File: config.mk
export PLATFORM = sky130hd
export DESIGN_NAME = mem_port_arbiter
export DESIGN_NICKNAME = d
export VERILOG_FILES = /design/src/rtl/mem_arb_pkg.sv /design/src/rtl/arb_rr2.sv /design/src/rtl/mem_port_arbiter.sv
export SDC_FILE = /design/constraint.sdc
export NUM_CORES = 1
export LEC_CHECK = 0
export BUFFER_PORTS_ARGS = -buffer_cell sky130_fd_sc_hd__buf_2
export CAP_MARGIN = 15
export CORE_UTILIZATION = 35
export DETAILED_ROUTE_END_ITERATION = 8
export GPL_TIMING_DRIVEN = 0
export HOLD_SLACK_MARGIN = 0.05
export PLACE_DENSITY = 0.71
export SLEW_MARGIN = 5
export SYNTH_ARGS = -nofsm -noshare
export SYNTH_HDL_FRONTEND = slang
export SYNTH_SLANG_ARGS = --single-unit
File: constraint.sdc
create_clock -name clk -period 1.55 [get_ports clk]
set_clock_uncertainty 0.15 [all_clocks]
set_input_delay 0.31 -clock clk [delete_from_list [all_inputs] [get_ports clk]]
set_output_delay 0.31 -clock clk [all_outputs]
set_load 0.005 [all_outputs]
File: src/rtl/mem_arb_pkg.sv
// Shared constants for the core/loader memory port arbiter.
package mem_arb_pkg;

  localparam logic [1:0] ST_IDLE   = 2'd0;
  localparam logic [1:0] ST_ACCESS = 2'd1;
  localparam logic [1:0] ST_WAIT   = 2'd2;
  localparam logic [1:0] ST_RESP   = 2'd3;

  localparam logic REQ_CORE = 1'b0;
  localparam logic REQ_LDR  = 1'b1;

  // Wait counter width; kept at least 1 bit so a zero-latency build still elaborates.
  function automatic int unsigned wait_cnt_w(input int unsigned wc);
    return (wc == 0) ? 1 : $clog2(wc + 1);
  endfunction

endpackage

File: src/rtl/arb_rr2.sv
// Two-input round-robin picker; the last-grant history is kept by the caller.
module arb_rr2
  import mem_arb_pkg::*;
(
  input  logic [1:0] req,
  input  logic       last_grant,
  output logic       grant_c,
  output logic       valid_c
);

  always_comb begin
    valid_c = |req;
    grant_c = REQ_CORE;
    case (req)
      2'b10:   grant_c = REQ_LDR;
      2'b11:   grant_c = ~last_grant;
      default: grant_c = REQ_CORE;
    endcase
  end

endmodule

File: src/rtl/mem_port_arbiter.sv
// Shares one memory macro between the core port and the program loader,
// sequencing each access as IDLE -> ACCESS -> WAIT -> RESP.
module mem_port_arbiter
  import mem_arb_pkg::*;
#(
  parameter int unsigned AW          = 8,
  parameter int unsigned DW          = 32,
  parameter int unsigned WAIT_CYCLES = 1
) (
  input  logic          clk,
  input  logic          reset,
  input  logic          core_req,
  input  logic          core_we,
  input  logic [AW-1:0] core_addr,
  input  logic [DW-1:0] core_wdata,
  output logic [DW-1:0] core_rdata,
  output logic          core_ack,
  input  logic          ldr_req,
  input  logic          ldr_we,
  input  logic [AW-1:0] ldr_addr,
  input  logic [DW-1:0] ldr_wdata,
  output logic [DW-1:0] ldr_rdata,
  output logic          ldr_ack,
  output logic          mem_en,
  output logic          mem_we,
  output logic [AW-1:0] mem_addr,
  output logic [DW-1:0] mem_wdata,
  input  logic [DW-1:0] mem_rdata,
  output logic          busy
);

  localparam int unsigned CW = wait_cnt_w(WAIT_CYCLES);

  logic [1:0]    state, state_nxt;
  logic [CW-1:0] cnt, cnt_nxt;
  logic          last_grant;
  logic          cur_id;
  logic          cur_we;
  logic          gnt_id_c, gnt_valid_c;
  logic          start_c, enter_resp_c, capture_c;
  logic          sel_we_c;
  logic [AW-1:0] sel_addr_c;
  logic [DW-1:0] sel_wdata_c;

  arb_rr2 u_arb (
    .req        ({ldr_req, core_req}),
    .last_grant (last_grant),
    .grant_c    (gnt_id_c),
    .valid_c    (gnt_valid_c)
  );

  // Next state, wait countdown and per-cycle strobes.
  always_comb begin
    state_nxt    = state;
    cnt_nxt      = cnt;
    sel_we_c     = (gnt_id_c == REQ_LDR) ? ldr_we    : core_we;
    sel_addr_c   = (gnt_id_c == REQ_LDR) ? ldr_addr  : core_addr;
    sel_wdata_c  = (gnt_id_c == REQ_LDR) ? ldr_wdata : core_wdata;
    start_c      = 1'b0;
    case (state)
      ST_IDLE: begin
        if (gnt_valid_c) begin
          start_c   = 1'b1;
          state_nxt = ST_ACCESS;
        end
      end
      ST_ACCESS: begin
        if (WAIT_CYCLES == 0) begin
          state_nxt = ST_RESP;
        end else begin
          state_nxt = ST_WAIT;
          cnt_nxt   = CW'(WAIT_CYCLES);
        end
      end
      ST_WAIT: begin
        if (cnt <= CW'(1)) state_nxt = ST_RESP;
        else               cnt_nxt   = cnt - CW'(1);
      end
      ST_RESP:  state_nxt = ST_IDLE;
      default:  state_nxt = ST_IDLE;
    endcase
    enter_resp_c = (state_nxt == ST_RESP) && (state != ST_RESP);
    // Read data is taken on the edge that closes the last memory-latency cycle.
    capture_c    = enter_resp_c && !cur_we;
  end

  always_ff @(posedge clk) begin
    if (reset) begin
      state      <= ST_IDLE;
      cnt        <= '0;
      last_grant <= REQ_LDR;
      cur_id     <= REQ_CORE;
      cur_we     <= 1'b0;
      mem_en     <= 1'b0;
      mem_we     <= 1'b0;
      mem_addr   <= '0;
      mem_wdata  <= '0;
      core_ack   <= 1'b0;
      ldr_ack    <= 1'b0;
      core_rdata <= '0;
      ldr_rdata  <= '0;
      busy       <= 1'b0;
    end else begin
      state    <= state_nxt;
      cnt      <= cnt_nxt;
      busy     <= (state_nxt != ST_IDLE);
      mem_en   <= start_c;
      mem_we   <= start_c && sel_we_c;
      core_ack <= enter_resp_c && (cur_id == REQ_CORE);
      ldr_ack  <= enter_resp_c && (cur_id == REQ_LDR);
      if (start_c) begin
        cur_id     <= gnt_id_c;
        last_grant <= gnt_id_c;
        cur_we     <= sel_we_c;
        mem_addr   <= sel_addr_c;
        mem_wdata  <= sel_wdata_c;
      end
      if (capture_c && (cur_id == REQ_CORE)) core_rdata <= mem_rdata;
      if (capture_c && (cur_id == REQ_LDR))  ldr_rdata  <= mem_rdata;
    end
  end

endmodule
==> results of run 1 <==
## repair_timing
item                                    4_1_cts  5_1_grt
gates resized for setup                      84      144
hold buffers                                 73        0
pin swaps                                    42       35
gates cloned                                  3       10
endpoints found under the hold margin       106        0
endpoints found under the setup margin      101      101
buffers inserted                              5        5
## layer usage
layer  wire [um]  vias to the layer above  track usage (%)
met5           0                        -                0
met4         531                        0             10.6
met3         842                       46             6.59
met2        8600                      194             37.2
met1        6860                     2442             25.6
li1            -                     2500                -
## metrics by stage
step                setup WS (ns)  cells
finish                     -0.105   1066
global route               -0.157   1066
CTS                       -0.0376   1051
detailed placement         -0.168    939
global placement           -0.161    939
floorplan                  0.0233    542
## registers in the layout, summed over array words and instances, names as in the netlist
register,count
core_rdata,32
busy,1
cur_id,1
ldr_ack,1
state,2
cur_we,1
mem_we,1
mem_addr,8
mem_en,1
last_grant,1
mem_wdata,32
core_ack,1
ldr_rdata,32
## area by class of cell
cell class	count	area [um^2]
Clock buffer	23	498
Fill cell	1001	4400
Clock inverter	9	126
Sequential cell	114	2280
Buffer	44	414
Timing Repair Buffer	321	2190
Tap cell	172	215
Multi-Input combinational cell	381	2590
Inverter	2	7.51
## cell usage in the layout (no fill, tap or decap), types with 2 or more instances in the layout
master,n
buf_2,230
nand2_1,115
dfxtp_1,112
dlygate4sd3_1,73
a21oi_1,59
a21oi_2,46
a211oi_2,40
nand2_2,28
nand2_4,25
nor2_1,25
buf_6,23
clkbuf_16,21
nor2_2,17
buf_4,12
clkbuf_1,10
buf_8,7
clkbuf_8,5
clkinv_2,4
ha_4,3
bufinv_16,3
buf_16,3
buf_12,2
buf_1,2
nor2_4,2
nor3_1,2
a211oi_1,2
dfxtp_2,2
## logic make-up after synthesis
| kind of cell | after synthesis | synth area share [%] |
|---|---|---|
| simple gates | 223 | 19.1 |
| compound gates | 153 | 23.9 |
| flops | 114 | 49.7 |
| buf+inv | 47 | 5.97 |
| fa+ha+maj | 4 | 1.09 |
| mux | 1 | 0.218 |
## power by group through the flow
stage | Clock, W | Combinational, W | Sequential, W
floorplan | 0 | 0.00222 | 0.00400
finish | 0.00411 | 0.00545 | 0.00401
CTS | 0.00415 | 0.00443 | 0.00392
global route | 0.00430 | 0.00588 | 0.00408
detailed placement | 0 | 0.00355 | 0.00393
global placement | 0 | 0.00351 | 0.00394
## path summary, 6_finish.rpt
| kind | start | to |
|---|---|---|
| setup / recovery | state[0] | core_rdata[10] |
| hold / removal | ldr_wdata[31] | mem_wdata[31] |
| setup reg to reg | state[0] | core_rdata[10] |
| hold reg to reg | ldr_rdata[25] | ldr_rdata[25] |
## critical path, cell delays in order (launching register included)
cell and delay [ns]:
dfxtp_2 0.32, inv_2 0.08, ha_4 0.14, or3b_4 0.39
buf_12 0.17, buf_8 0.15, nand2_4 0.06, a21oi_2 0.05
## synthesized netlist by cell type, types with 3 or more instances
cell,count
buf_4,6
clkbuf_1,12
dfxtp_1,114
buf_6,7
nand2_1,168
ha_1,4
a211oi_1,3
buf_2,18
nor2_1,44
a211oi_2,39
a21oi_1,105
==> key figures, run 1 <==
Drt
  • DRT Pass-1 Iters: 5
  • Post-DRT Antenna Nets: 0
  • DRC violations left: 0
  • Number of DRC markers in iteration 0: 330
  • Wire length per cell: 15.8 um
  • DR vias/cell: 4.86
  • Vias: 5182
  • Wirelength, routed: around 17000 um

Status
  • Outcome: complete, but fails checks
  • Failing checks: negative setup slack

Critical path
  • Register-to-register setup slack: -0.10 ns
  • Arrival @ worst endpoint: 1.77 ns
  • Crit path required time: around 1.7 ns
  • Crit-path max FO: 8
  • CP startpoint kind: flop
  • Worst reg2reg path depth: 7
  • Kind of critical path: reg -> reg
  • Crit end category: flop

Clocking
  • Clock latency on the worst-skew pair: 0.41 ns
  • Worst-case clock buffer depth: 2
  • Clock sink total: 114
  • Htree depth: 4
  • CTS clock-pin slew for the worst setup and hold paths: 0.05 ns
  • CTS buffer count: 17
  • CTS tree: done
  • Root Driver: clkbuf_16

Global routing
  • Vias in the first global route: 4802
  • Initial antenna violation count: 0
  • Grt ovf: 0
  • Largest net degree at the start of global routing: 17
  • First-pass GRT wire length: between 20000 and 25000 um
  • GRT Resource Usage Total: 22.1%

Power and ir drop
  • Total power: 0.0136 W
  • PwrDens: between 1500 and 2000 nW/um^2
  • Sequential Power Share: 29.6%
  • Combinational power share: 40.2%
  • Psw: 0.00446 W
  • Clock Power Share: a little under a third
  • Peak supply drop: between 800 and 900 uV
  • Switch share: 32.9%
  • Static leakage: ~3.7 nW
  • Pint: 0.00911 W

Timing
  • Final Hold Viols: 0
  • Fmax: 0.604 GHz
  • Setup TNS Final: -4.96 ns
  • Slew headroom: 50.6%
  • RSZ-0062 raised after global routing: true
  • Min Tclk post-route: 1.65 ns
  • Period utilisation layout: 107%
  • Worst-Margin Slew: 0.741 ns
  • Final-report max-slew violation count: 0
  • Hold WS: 0.0731 ns
  • Final setup violation count: 94
  • Post-route setup slack: -0.105 ns

Place
  • DPL Wire Length: 9620 um
  • Placement Cell Area: 5940 um^2
  • Final GP Congestion: 0.844
  • PortBufs: about 230

Yosys
  • YS warnings: 0
  • Synth cell types: 28
  • Post-synth top area cell: dfxtp_1
  • Number of flops mapped to enable cells by yosys: 0
  • Register area share after synthesis: a little under 50%
  • Most used DFF post-synth: dfxtp_1
  • Ys async rst share: 0%
  • Netlist Area Pre-Place: 4590 um^2
  • Top cells by area, synth: dfxtp_1 50%, nand2_1 14%, a21oi_1 11%
  • Synthesized net count: 664
  • Cells after Synth: 542
  • Yosys top cell area share: 49.7%
  • Avg Cell Area, Syn: 8.47 um^2
  • Yosys reg bits: 114

Final layout
  • Diode count: 0
  • Share of layout cells above drive strength 1: a little over half
  • Layout Utilization: roughly 65%
  • # nets final: approximately 1000
  • Synth-to-layout area growth: 81.4%
  • Final Cell Area: 8330 um^2

Floorplanning
  • Die Wd: 117 um
  • I/O pin total: 227
  • Initial Util: 36.1%
  • Core box area: around 13000 um^2
  • Die ar.: ~14000 um^2
  • Die height: 117 um
  • Num rows: 41

Hold path
  • Worst min path class: in -> reg
  • Worst Hold Depth: 3

Job
  • Max cap viols: 0
Power figures use the tool's default switching activity.
==> inputs of run 2 (changes only) <==
- PLACE_DENSITY: 0.71 -> 0.66
- RECOVER_POWER: not set -> 100
==> key figures, run 2 (synthesized netlist as in run 1, its figures left out) <==
Status
  • Outcome: complete, but fails checks
  • Failing checks: negative setup slack

Floorplanning
  • Die ar.: 13600 um^2 (unchanged)
  • Die Wd: 117 um (unchanged)
  • Core box area: 12700 um^2 (unchanged)
  • Initial Util: 36.1% (unchanged)
  • Die height: 117 um (unchanged)
  • Num rows: 41 (unchanged)
  • I/O pin total: 227 (unchanged)

Drt
  • DR vias/cell: 4.72 (-3.0%)
  • Wirelength, routed: 14800 um (-12%)
  • DRC violations left: 0 (unchanged)
  • Wire length per cell: 14.1 um (-11%)
  • Vias: 4939 (-4.7%)
  • Post-DRT Antenna Nets: 0 (unchanged)
  • DRT Pass-1 Iters: 5 (unchanged)
  • Number of DRC markers in iteration 0: 263 (-20%)

Place
  • PortBufs: 225 (unchanged)
  • Post-Place Cells: 939 (unchanged)
  • Final GP Congestion: 0.805 (-4.6%)
  • DPL Wire Length: 9830 um (+2.2%)
  • Place WS: -0.210 ns (-0.0427 ns)

Power and ir drop
  • Combinational power share: 33.2% (-7.0 points)
  • Total power: 0.0122 W (-10%)
  • Static leakage: 3.40 nW (-8.3%)
  • Psw: 0.00381 W (-15%)
  • Pint: 0.00841 W (-7.7%)
  • Clock Power Share: 34.6% (+4.3 points)
  • PwrDens: 1630 nW/um^2 (-0.10%)
  • Sequential Power Share: 32.1% (+2.5 points)
  • Peak supply drop: 760 uV (-14%)
  • Switch share: 31.2% (-1.7 points)

Clocking
  • CTS tree: done
  • Clock sink total: 114 (unchanged)
  • Clock latency on the worst-skew pair: 0.40 ns (about the same)
  • CTS buffer count: 17 (unchanged)
  • Htree depth: 4 (unchanged)
  • Root Driver: clkbuf_16
  • Worst-case clock buffer depth: 2 (unchanged)
  • CTS clock-pin slew for the worst setup and hold paths: 0.05 ns (about the same)

Critical path
  • CP startpoint kind: flop
  • Kind of critical path: reg -> reg
  • Crit-path leading delay family: simple AND/OR/NAND/NOR gates
  • CP Buf/Inv Count: 3 (unchanged)
  • Arrival @ worst endpoint: 1.75 ns (-0.02 ns)
  • Cells along the critical path: inv_4 -> ha_4 -> or3b_1 -> buf_6 -> buf_8 -> nand2_1 -> a21oi_1
  • Critical Path Max Stage Delay: 0.36 ns (-0.03 ns)
  • Crit end category: flop
  • Crit path required time: 1.67 ns (about the same)
  • Crit-path max FO: 10 (+2)
  • Slowest-stage cell, CP: or3b_1

Final layout
  • Synth-to-layout area growth: 63.5%
  • Most frequent cells in the layout: 230 x buf_2, 167 x nand2_1, 112 x dfxtp_1
  • Biggest regs: core_rdata (32), ldr_rdata (32), mem_wdata (32)
  • Share of layout cells above drive strength 1: 39.7% (-15 points)
  • Sequential cell area: 2280 um^2 (unchanged)
  • Diode count: 0 (unchanged)
  • Area of the multi-input gates: 2090 um^2 (-19%)
  • Most common cell after layout, fill and taps aside: buf_2
  • Cell Count, Final, Fillers Out: 1047 (-1.8%)
  • Fillers: 1182 (+18%)
  • # nets final: 984 (-1.9%)

Timing
  • Final Hold Viols: 0 (unchanged)
  • Final setup violation count: 34 (-64%)
  • Post-route setup slack: -0.0875 ns (+0.0171 ns)
  • Period utilisation layout: 106% (-1.1 points)
  • Min Tclk post-route: 1.64 ns (-0.0171 ns)
  • Fmax: 0.611 GHz (+1.0%)
  • Final-report max-slew violation count: 0 (unchanged)
  • Hold WS: 0.0849 ns (+0.0118 ns)
  • Slew headroom: 51.4% (+0.76 points)
  • Worst-Margin Slew: 0.729 ns (-0.0115 ns)
  • RSZ-0062 raised after global routing: true

Global routing
  • GRT Resource Usage Total: 22.0% (-0.078 points)
  • Vias in the first global route: 4794 (-0.17%)
  • Initial antenna violation count: 0 (unchanged)
  • Grt ovf: 0 (unchanged)
  • Largest net degree at the start of global routing: 17 (unchanged)
  • First-pass GRT wire length: 22800 um (-0.15%)

Job
  • Max cap viols: 0 (unchanged)

Hold path
  • Worst min path class: in -> reg
## run 2: stage by stage
step	cell area [um^2]	utilization, %	setup TNS, ns
3_5_place_dp	5940	46.7	-12.20
6_report	7500	59.0	-2.00
2_1_floorplan	4600	-	0
4_1_cts	7410	58.2	-2.82
3_3_place_gp	5940	46.7	-12.61
5_1_grt	7500	59.0	-6.51
## run 2: final timing paths
check	from	to	slack, ns	cells after the start
setup / recovery	state[0]	core_rdata[24]	-0.09	7
hold / removal	ldr_wdata[31]	mem_wdata[31]	0.08	3
setup reg to reg	state[0]	core_rdata[24]	-0.09	7
hold reg to reg	core_rdata[4]	core_rdata[4]	0.30	2
## run 2: power groups by stage
stage / combinational (W) / clock (W) / sequential [W]
floorplan: 0.00222 / 0 / 0.00400
global placement: 0.00354 / 0 / 0.00394
detailed placement: 0.00356 / 0 / 0.00394
CTS: 0.00391 / 0.00430 / 0.00392
global route: 0.00449 / 0.00445 / 0.00400
finish: 0.00406 / 0.00423 / 0.00392
## run 2: layout make-up
class	instances	share of cell area (%)
Clock inverter	9	2.00
Tap cell	172	2.87
Clock buffer	23	6.64
Sequential cell	114	30.4
Inverter	2	0.133
Timing Repair Buffer	301	25.0
Multi-Input combinational cell	381	27.8
Buffer	45	5.04
## run 2: worst register-to-register path, delay by kind of cell (launching register included)
family	cells	cell delay, ns
compound gates	1	0.07
simple gates	2	0.43
buf+inv	3	0.37
flops	1	0.33
fa+ha+maj	1	0.16
## run 2: layer usage
metal	global-route usage, %	vias up	wire, um
met2	39.1	157	7600
met4	10.2	0	286
met3	5.60	23	692
met5	0	-	0
li1	-	2461	-
met1	24.7	2298	6180
## run 2: what timing repair did
item                                   4_1_cts  5_1_grt
hold buffers                                73        0
setup endpoints to repair                  100       95
pin swaps                                    1        3
resized for setup                           27       30
endpoints found under the hold margin      106        0
buffers inserted                             1        2
